[src/rtl/bitstream_word_loader_pkg.sv]
// Shared definitions for the bitstream word loader: FSM state encoding,
// default pacing constants, and the sync word that test images start with.
// Imported by the loader top, its byte packer and the bench.
package bitstream_word_loader_pkg;

  typedef enum logic [2:0] {
    ST_IDLE   = 3'd0,
    ST_FETCH  = 3'd1,
    ST_SETUP  = 3'd2,
    ST_STROBE = 3'd3,
    ST_HOLD   = 3'd4,
    ST_DONE   = 3'd5
  } loader_state_t;

  localparam int DEF_ADDR_W       = 14;
  localparam int DEF_SETUP_CYCLES = 2;
  localparam int DEF_HOLD_CYCLES  = 2;

  // FETCH always spans 4 read slots plus one cycle for the last byte to return
  localparam int FETCH_CYCLES = 5;

  // Width of the in-state cycle counter shared by FETCH/SETUP/HOLD
  localparam int CNT_W = 8;

  localparam logic [31:0] SYNC_WORD = 32'hFAB0_FAB1;

endpackage

[src/rtl/bitstream_word_loader_if.sv]
// Memory read port and fabric self-write port of the bitstream word loader.
// master = loader side, slave = memory/fabric side.
// No handshake: memory returns data one cycle after a read, fabric takes the strobe.
interface bitstream_word_loader_if #(
  parameter int ADDR_W = 14
);
  logic [ADDR_W-1:0] mem_addr;
  logic              mem_rd_en;
  logic [7:0]        mem_rdata;
  logic [31:0]       SelfWriteData;
  logic              SelfWriteStrobe;

  modport master (
    output mem_addr, mem_rd_en, SelfWriteData, SelfWriteStrobe,
    input  mem_rdata
  );

  modport slave (
    input  mem_addr, mem_rd_en, SelfWriteData, SelfWriteStrobe,
    output mem_rdata
  );
endinterface

[src/rtl/bitstream_word_loader_packer.sv]
// Byte packer: issues up to 4 byte reads per word and assembles them big-endian.
// Latency: byte k lands one cycle after its read; full word visible on slot 4.
// No backpressure: reads past the image length are suppressed and pad with 0x00.
module bitstream_byte_packer #(
  parameter int ADDR_W = 14
) (
  input  logic              clk,
  input  logic              rst,
  input  logic              fetch,
  input  logic [2:0]        slot,
  input  logic [ADDR_W:0]   base,
  input  logic [ADDR_W:0]   len,
  output logic [ADDR_W-1:0] rd_addr,
  output logic              rd_en,
  input  logic [7:0]        rd_data,
  output logic [31:0]       word
);

  logic [ADDR_W:0] byte_idx;
  logic            pend_vld;
  logic [1:0]      pend_lane;
  logic [31:0]     word_buf;

  // Read slots 0..3 address base..base+3; anything at or past len is not read
  always_comb begin
    byte_idx = base + (ADDR_W+1)'(slot);
    rd_en    = fetch && (slot < 3'd4) && (byte_idx < len);
    rd_addr  = rd_en ? byte_idx[ADDR_W-1:0] : '0;
  end

  // Track which lane the in-flight read belongs to and accumulate the word
  always_ff @(posedge clk or posedge rst) begin
    if (rst) begin
      pend_vld  <= 1'b0;
      pend_lane <= 2'd0;
      word_buf  <= '0;
    end else begin
      pend_vld  <= rd_en;
      pend_lane <= slot[1:0];
      if (fetch && slot == 3'd0) begin
        word_buf <= '0;
      end else if (pend_vld) begin
        word_buf <= word;
      end
    end
  end

  // Merge the byte returning this cycle so the caller sees the full word on slot 4
  always_comb begin
    word = word_buf;
    if (pend_vld) begin
      case (pend_lane)
        2'd0:    word[31:24] = rd_data;
        2'd1:    word[23:16] = rd_data;
        2'd2:    word[15:8]  = rd_data;
        default: word[7:0]   = rd_data;
      endcase
    end
  end

endmodule

[src/rtl/bitstream_word_loader.sv]
// Loads a byte bitstream from sync memory and writes it to the fabric as 32-bit words.
// Latency: 5 + SETUP_CYCLES + 1 + HOLD_CYCLES cycles per word; done one cycle after last HOLD.
// No backpressure; start is ignored while busy. LOADER_CHECKSUM_EN adds the checksum port.
module bitstream_word_loader
  import bitstream_word_loader_pkg::*;
#(
  parameter int ADDR_W       = DEF_ADDR_W,
  parameter int SETUP_CYCLES = DEF_SETUP_CYCLES,
  parameter int HOLD_CYCLES  = DEF_HOLD_CYCLES
) (
  input  logic                    CLK,
  input  logic                    reset,
  input  logic                    start,
  input  logic [ADDR_W:0]         num_bytes,
  bitstream_word_loader_if.master bus,
  output logic                    busy,
  output logic                    done
`ifdef LOADER_CHECKSUM_EN
  ,
  output logic [31:0]             checksum
`endif
);

  localparam logic [ADDR_W:0] MAX_LEN = {1'b1, {ADDR_W{1'b0}}};

  loader_state_t   state, state_nxt;
  logic [CNT_W-1:0] cnt, cnt_nxt;
  logic [ADDR_W:0] len, base, base_adv, len_clamped;
  logic            accept;
  logic            word_end;
  logic [31:0]     packed_word;
  logic [31:0]     data;
  logic            strobe;

  assign len_clamped = (num_bytes > MAX_LEN) ? MAX_LEN : num_bytes;
  assign base_adv    = base + (ADDR_W+1)'(4);
  assign accept      = ((state == ST_IDLE) || (state == ST_DONE)) && start;
  assign word_end    = (state == ST_HOLD) && (cnt == CNT_W'(HOLD_CYCLES - 1));

  bitstream_byte_packer #(.ADDR_W(ADDR_W)) u_packer (
    .clk     (CLK),
    .rst     (reset),
    .fetch   (state == ST_FETCH),
    .slot    (cnt[2:0]),
    .base    (base),
    .len     (len),
    .rd_addr (bus.mem_addr),
    .rd_en   (bus.mem_rd_en),
    .rd_data (bus.mem_rdata),
    .word    (packed_word)
  );

  // State register and in-state cycle counter
  always_ff @(posedge CLK or posedge reset) begin
    if (reset) begin
      state <= ST_IDLE;
      cnt   <= '0;
    end else begin
      state <= state_nxt;
      cnt   <= cnt_nxt;
    end
  end

  // Next-state logic; the counter restarts from 0 on every state change
  always_comb begin
    state_nxt = state;
    cnt_nxt   = cnt + CNT_W'(1);
    case (state)
      ST_IDLE, ST_DONE: begin
        cnt_nxt = '0;
        if (start) begin
          state_nxt = (len_clamped == '0) ? ST_DONE : ST_FETCH;
        end
      end
      ST_FETCH: begin
        if (cnt == CNT_W'(FETCH_CYCLES - 1)) begin
          state_nxt = ST_SETUP;
          cnt_nxt   = '0;
        end
      end
      ST_SETUP: begin
        if (cnt == CNT_W'(SETUP_CYCLES - 1)) begin
          state_nxt = ST_STROBE;
          cnt_nxt   = '0;
        end
      end
      ST_STROBE: begin
        state_nxt = ST_HOLD;
        cnt_nxt   = '0;
      end
      ST_HOLD: begin
        if (word_end) begin
          state_nxt = (base_adv >= len) ? ST_DONE : ST_FETCH;
          cnt_nxt   = '0;
        end
      end
      default: begin
        state_nxt = ST_IDLE;
        cnt_nxt   = '0;
      end
    endcase
  end

  // Registered fabric-side outputs and load bookkeeping; strobe/busy/done come
  // straight from flops so they cannot glitch
  always_ff @(posedge CLK or posedge reset) begin
    if (reset) begin
      len    <= '0;
      base   <= '0;
      data   <= '0;
      strobe <= 1'b0;
      busy   <= 1'b0;
      done   <= 1'b0;
    end else begin
      strobe <= (state_nxt == ST_STROBE);
      busy   <= (state_nxt == ST_FETCH) || (state_nxt == ST_SETUP) ||
                (state_nxt == ST_STROBE) || (state_nxt == ST_HOLD);
      done   <= (state_nxt == ST_DONE);
      if (accept) begin
        len  <= len_clamped;
        base <= '0;
      end else if (word_end) begin
        base <= base_adv;
      end
      if ((state == ST_FETCH) && (cnt == CNT_W'(FETCH_CYCLES - 1))) begin
        data <= packed_word;
      end
    end
  end

`ifdef LOADER_CHECKSUM_EN
  // Running XOR of every word, folded in during its strobe cycle
  always_ff @(posedge CLK or posedge reset) begin
    if (reset) begin
      checksum <= '0;
    end else if (accept) begin
      checksum <= '0;
    end else if (state == ST_STROBE) begin
      checksum <= checksum ^ data;
    end
  end
`endif

  assign bus.SelfWriteData   = data;
  assign bus.SelfWriteStrobe = strobe;

endmodule

[src/flat_wrapper.sv]
// flat-port wrapper written by rule: the top's interface ports become plain ports
module bitstream_word_loader_flat import bitstream_word_loader_pkg::*;
#(
  parameter int ADDR_W       = DEF_ADDR_W,
  parameter int SETUP_CYCLES = DEF_SETUP_CYCLES,
  parameter int HOLD_CYCLES  = DEF_HOLD_CYCLES
)
  (CLK, reset, start, num_bytes, busy, done, bus_mem_addr, bus_mem_rd_en, bus_SelfWriteData, bus_SelfWriteStrobe, bus_mem_rdata);
  bitstream_word_loader_if #(.ADDR_W(ADDR_W)) bus_i ();
  input  logic CLK;
  input  logic reset;
  input  logic start;
  input  logic [ADDR_W:0] num_bytes;
  output logic busy;
  output logic done;
  output wire logic [$bits(bus_i.mem_addr)-1:0] bus_mem_addr;
  output wire logic [$bits(bus_i.mem_rd_en)-1:0] bus_mem_rd_en;
  output wire logic [$bits(bus_i.SelfWriteData)-1:0] bus_SelfWriteData;
  output wire logic [$bits(bus_i.SelfWriteStrobe)-1:0] bus_SelfWriteStrobe;
  input wire logic [$bits(bus_i.mem_rdata)-1:0] bus_mem_rdata;
  assign bus_mem_addr = bus_i.mem_addr;
  assign bus_mem_rd_en = bus_i.mem_rd_en;
  assign bus_SelfWriteData = bus_i.SelfWriteData;
  assign bus_SelfWriteStrobe = bus_i.SelfWriteStrobe;
  assign bus_i.mem_rdata = bus_mem_rdata;
  bitstream_word_loader #(.ADDR_W(ADDR_W), .SETUP_CYCLES(SETUP_CYCLES), .HOLD_CYCLES(HOLD_CYCLES)) u_core (.CLK(CLK), .reset(reset), .start(start), .num_bytes(num_bytes), .bus(bus_i), .busy(busy), .done(done));
endmodule
[config.mk]
export PLATFORM = sky130hd
export DESIGN_NAME = bitstream_word_loader_flat
export DESIGN_NICKNAME = d
export VERILOG_FILES = /design/src/rtl/bitstream_word_loader_pkg.sv /design/src/rtl/bitstream_word_loader_if.sv /design/src/rtl/bitstream_word_loader_packer.sv /design/src/rtl/bitstream_word_loader.sv /design/src/flat_wrapper.sv
export SDC_FILE = /design/constraint.sdc
export NUM_CORES = 1
export LEC_CHECK = 0
export ABC_CLOCK_PERIOD_IN_PS = 4200
export CAP_MARGIN = 10
export CORE_UTILIZATION = 50
export DETAILED_ROUTE_END_ITERATION = 10
export PLACE_DENSITY = 0.74
export SLEW_MARGIN = 20
export SYNTH_ARGS = -nofsm -noshare
export SYNTH_HDL_FRONTEND = slang
export SYNTH_SLANG_ARGS = --single-unit
[constraint.sdc]
create_clock -name CLK -period 4.2 [get_ports CLK]
set_input_delay 1.26 -clock CLK [delete_from_list [all_inputs] [get_ports CLK]]
set_output_delay 1.26 -clock CLK [all_outputs]
set_load 0.05 [all_outputs]
After elaboration in Yosys (flattened, before gate mapping)
Cells that the tools add are included.
W data, S select, Z words.
{"block": "classes", "n_addsub": 3, "n_lt_le_gt_ge": 4, "n_eq_ne": 14, "mux": 22, "reduce_logical": 18}
{"operator": "$mux W32", "count": 3}
{"operator": "$mux W8", "count": 7}
{"operator": "$mux W15", "count": 3}
{"operator": "$pmux W8 S3", "count": 1}
{"operator": "$mux W3", "count": 6}
{"operator": "$add A15 B3 Y15", "count": 1}
{"operator": "$add A15 B3 Y15 const B", "count": 1}
{"operator": "$ge A15 B15 Y1", "count": 1}
{"operator": "$gt A15 B15 Y1 const B", "count": 1}
{"operator": "$logic_not A15 Y1", "count": 1}
{"operator": "$lt A15 B15 Y1", "count": 1}
{"operator": "$pmux W3 S5", "count": 1}
{"operator": "$mux W14", "count": 1}
{"operator": "$eq A3 B2 Y1 const B", "count": 4}
{"operator": "$eq A3 B3 Y1 const B", "count": 4}
{"operator": "$add A8 B1 Y8 const B", "count": 1}
{"operator": "$eq A8 B1 Y1 const B", "count": 1}
{"operator": "$eq A8 B3 Y1 const B", "count": 1}
{"operator": "$eq A3 B1 Y1 const B", "count": 2}
{"operator": "$logic_and A1 B1 Y1", "count": 6}
{"operator": "$logic_not A3 Y1", "count": 2}
{"operator": "$logic_or A1 B1 Y1", "count": 4}
{"operator": "$reduce_bool A2 Y1", "count": 2}
{"operator": "$lt A3 B3 Y1 const B", "count": 1}
{"operator": "5 further kinds", "count": 5}
{"block": "word_totals", "reg_bits": 111, "inputBits": 26, "out_inout_bits": 50, "word_cells": 72}

Logic depth before layout (Yosys ltp)
{"block": "logic_depth", "ltp_word": 10, "depth_mapped": 13, "mapped_depth_nobuf": 12}

Modules after synthesis
A second synthesis with hierarchy kept.
{"block": "unflattened", "hier_cells": 536, "hier_area_um2": 5980.7}
{"module": "bitstream_word_loader", "n_inst": 1, "cells_per_inst": 316, "area_each_um2": 3641.0, "seq_area_each_um2": 1851.8}
{"module": "bitstream_byte_packer", "n_inst": 1, "cells_per_inst": 220, "area_each_um2": 2339.7, "seq_area_each_um2": 875.8}

Least setup slack after synthesis
Ideal clock, no wire load.
{"block": "synth_timing", "path_type": "flip-flop to output port", "start": "register u_core.base[2]", "end": "output bus_mem_addr[10]", "arrival_ns": 3.692, "required_ns": 2.940, "slack_ns": -0.752, "stages_incl_launch_ff": 14, "cell_sequence": "dfrtp_1 ha_1 nand3_1 nor2_1 nand2_1 xor2_1 inv_1 ha_1 a21o_1 a21o_1 a221oi_1 o211ai_1 clkbuf_1 a211oi_1"}
{"block": "synth_between", "elab_chain_len": 4}
{"item": "start: declaration", "line": "bitstream_word_loader.sv:28", "rtl": "logic [ADDR_W:0] len, base, base_adv, len_clamped;"}
{"item": "start signal: assignment", "line": "bitstream_word_loader.sv:123", "rtl": "base <= base_adv;"}
{"item": "$add A15 B3 Y15 (*)", "line": "bitstream_word_loader_packer.sv:26", "rtl": "byte_idx = base + (ADDR_W+1)'(slot);"}
{"item": "$lt A15 B15 Y1", "line": "bitstream_word_loader_packer.sv:27", "rtl": "rd_en = fetch && (slot < 3'd4) && (byte_idx < len);"}
{"item": "$logic_and A1 B1 Y1", "line": "bitstream_word_loader_packer.sv:27"}
{"item": "$mux W14 (*)", "line": "bitstream_word_loader_packer.sv:28", "rtl": "rd_addr = rd_en ? byte_idx[ADDR_W-1:0] : '0;"}
{"item": "end: declaration", "line": "flat_wrapper.sv:16", "rtl": "output wire logic [$bits(bus_i.mem_addr)-1:0] bus_mem_addr;"}
Mark *: on every way between the ends. The rest lies on a longest branch, timed or not.

Worst setup path in the final report
{"block": "layout_timing", "start": "register u_core.cnt[2]", "end": "output bus_mem_rd_en"}
{"block": "layout_between", "elab_chain_len": 3}
{"item": "start: declaration", "line": "bitstream_word_loader.sv:27", "rtl": "logic [CNT_W-1:0] cnt, cnt_nxt;"}
{"item": "start signal: assignment", "line": "bitstream_word_loader.sv:60", "rtl": "cnt <= cnt_nxt;"}
{"item": "$add A15 B3 Y15 / $lt A3 B3 Y1 (equally long branches)", "line": "bitstream_word_loader_packer.sv:26, bitstream_word_loader_packer.sv:27"}
{"item": "$lt A15 B15 Y1 / $logic_and A1 B1 Y1 (equally long branches)", "line": "bitstream_word_loader_packer.sv:27"}
{"item": "$logic_and A1 B1 Y1 (*)", "line": "bitstream_word_loader_packer.sv:27"}
{"item": "end: declaration", "line": "flat_wrapper.sv:17", "rtl": "output wire logic [$bits(bus_i.mem_rd_en)-1:0] bus_mem_rd_en;"}
Marks and branches as above.

==> flow_summary.ini <==
[critical_path]
end_kind = primary output
r2r_start = u_core.base[3]
rrSetupSlack_ps = 520
critPathKind = reg2out
startpoint_type = flop
reg2reg_to = u_core.done
required_ps = 2940
crit_path_max_fanout = 8
cp.arrival_ps = 3350
worstRegToRegCells = 11

[grt]
grt.busiest_layer = met2
grt_pass1_wl_um = 22500
met1_usage_pct = 33.6
grt_usage_pct = 25.2
grt_pass1_vias = 4407
grt_max_degree = 65
antenna_found_initial = 0
globalRouteOverflowTotal = 0
use_met3_pct = 3.13
grt_use_met2_pct = 42.6

[yosys]
synth_top_family_by_area = simple AND/OR/NAND/NOR gates
synthMuxAreaShare_pct = 5.89
synth.area.top_cells = dfrtp_1 48%, ha_1 7.1%, mux2i_1 5.7%
dominantRegCellSynth = dfrtp_1
synth_xor_xnor_area_share_pct = 4.82
synth_compound_area_share_pct = 13.1
yosysTopAreaCell = dfrtp_1
ys_seq_area_share_pct = 48.5
synth_nets = 621
synth-edff-count = 0
synth.top_cell.area_share_pct = 48.5
ys_ff_latch = 109
syn_area_per_cell_um2 = 10.0
syn_inst = 563
synth-simple-area-share_pct = 16.0
syn_area_um2 = 5630
async_flop_share_pct = 100
yosys_warnings = 0
synth_cell_types = 50
synth-adder-area-share_pct = 7.11

[status]
status = finished, violations left
violations = setup timing

[placed_design]
port_buffers = 75
place_ws_ps = 14.7
gp_congestion = 0.924
detailed_place_hpwl_um = 9900

[floorplan]
die_width_um = 108
core_um2 = 10900
pin_count = 76
start_util_pct = 51.7
dieArea_um2 = 11700
die_y_um = 108
rows = 38

[clock_network]
numCtsBuffers = 9
numClockSinks = 109
root_buffer = clkbuf_8
clk_path_buf_depth = 2
cts_tree = built
clkLatencyLatePin_ps = 380
cts.htree.levels = 3
cts.clk_slew.worst_paths_ps = 120
ctsHoldBuffers = 0

[timing]
hold_ws_ps = 492
fin_ws_ps = -410
max_slew_margin_pct = 58.1
max_freq_ghz = 0.217
setup_violations = 15
drv_slew = 0
fin_worst_skew_ps = 16.7
period_needed_ps = 4610
fin_crit_sh_pct = 110
worst_pin_slew_ps = 620
rsz0062_at_grt = true
hold_violations = 0

[hold_path]
hp-class = reg2reg
hold_depth = 2
min-delay-start = u_core.bus.SelfWriteData[19]
hold_end = u_core.bus.SelfWriteData[19]

[layout]
drive_gt1_share_pct = 17.0
area_delta_synth_final_pct = 30.8
antenna_cells = 0
fin_nets = 711

[route]
drt_iter0_drc = 316
vias_per_cell = 5.61
drtAntennaViolNets = 0
firstDrtPassIters = 5
routed_wl_um = 13800
wl_per_cell_um = 17.3
drc_errors = 0
num_vias = 4479

[power]
ir_drop_mv = 0.580
power_density_nw_per_um2 = 740
leakage_nw = 3.55

[run]
cap_violations = 0
[sequential cells by signal (all words and copies together), names as in the netlist]
register / count
u_core.base: 13
u_core.bus.SelfWriteData: 32
u_core.done: 1
u_core.cnt: 8
u_core.len: 15
u_core.u_packer.pend_lane: 2
u_core.u_packer.pend_vld: 1
u_core.state: 3
u_core.bus.SelfWriteStrobe: 1
u_core.busy: 1
u_core.u_packer.word_buf: 32
[synth_stat cells, drive strengths merged (2+ instances only)]
cell / instances
and3: 6
o31ai: 2
buf: 8
nand3b: 4
a31oi: 2
nand4: 5
a21oi: 12
xnor2: 15
nor2b: 4
and4: 3
clkbuf: 25
ha: 32
a2111oi: 2
nand2: 52
o21bai: 2
a221oi: 2
nand3: 25
nor3: 8
nor3b: 6
o41ai: 3
and2: 2
nor2: 52
a31o: 2
o21ai: 47
inv: 34
nand2b: 5
dfrtp: 109
mux2i: 32
nor4: 4
xor2: 16
a21o: 8
a211oi: 14
a22o: 12
o211ai: 2
[kinds of logic after synthesis]
group / after synthesis
mux: 33
simple gates: 179
flops: 109
compound gates: 112
xor+xnor: 31
fa+ha+maj: 32
buf+inv: 67
[worst max-delay path: stages, from the launching register on]
cell and delay, ps:
dfrtp_1 420, ha_4 170, nand3_4 130, nor2_4 160, nand2_1 110, xor2_2 240, inv_1 90, ha_1 320
and4_4 220, a221oi_2 240, o211ai_1 220, buf_6 230, buf_6 130, a21oi_4 120, buf_6 170
[timing repair]
item,CTS,global route
endpoints found under the setup margin,15,15
setup buffers,8,4
resized for setup,12,8
pin swaps,9,12
[through the flow]
stage	cell area (um2)	cells	utilization, %	power (mW)	TNS [ps]
6_report	7360	798	67.6	5.45	-5660
5_1_grt	7360	798	67.6	5.76	-7420
4_1_cts	7280	794	66.9	5.42	-3640
3_5_place_dp	6940	770	63.7	4.60	0
3_3_place_gp	6940	770	63.7	4.51	0
2_1_floorplan	5840	563	-	3.71	-1200
[cell usage in the layout, fill, tap and decap left out, types with 22 or more instances in the layout]
cell type / instances
nor2_1: 50
nand2_1: 51
o21ai_0: 46
dfrtp_1: 108
mux2i_1: 32
clkdlybuf4s50_1: 60
ha_1: 30
inv_1: 32
nand3_1: 22
buf_4: 34
[where the power goes]
group	internal, mW	switching, mW	total (mW)
clock	0.259	0.441	0.699
sequential	1.44	0.252	1.69
combinational	1.07	1.99	3.06
[worst max-delay path by stage]
stage,end,cells past startpoint,slack [ps],start
final,bus_mem_rd_en,14,-410,u_core.cnt[2]
after global routing,bus_mem_addr[3],13,-530,u_core.cnt[2]
after CTS,bus_mem_addr[3],14,-320,u_core.cnt[2]
after detailed placement,bus_mem_addr[10],14,10,u_core.cnt[2]
after global placement,bus_mem_addr[8],14,110,u_core.cnt[2]
after floorplan,bus_mem_addr[10],13,-140,u_core.base[2]
[routing by layer]
layer,up-vias,wire [um]
li1,2115,-
met1,2221,6110
met2,124,7010
met3,19,506
met4,0,208
met5,-,0
[area by class of cell]
| cell class | count | area, um2 |
|---|---|---|
| Tap cell | 140 | 175 |
| Inverter | 34 | 130 |
| Sequential cell | 109 | 2730 |
| Timing Repair Buffer | 112 | 1160 |
| Clock inverter | 7 | 96.3 |
| Clock buffer | 9 | 124 |
| Fill cell | 818 | 3520 |
| Multi-Input combinational cell | 387 | 2950 |
Note: power is estimated with default switching activity, not from simulation.
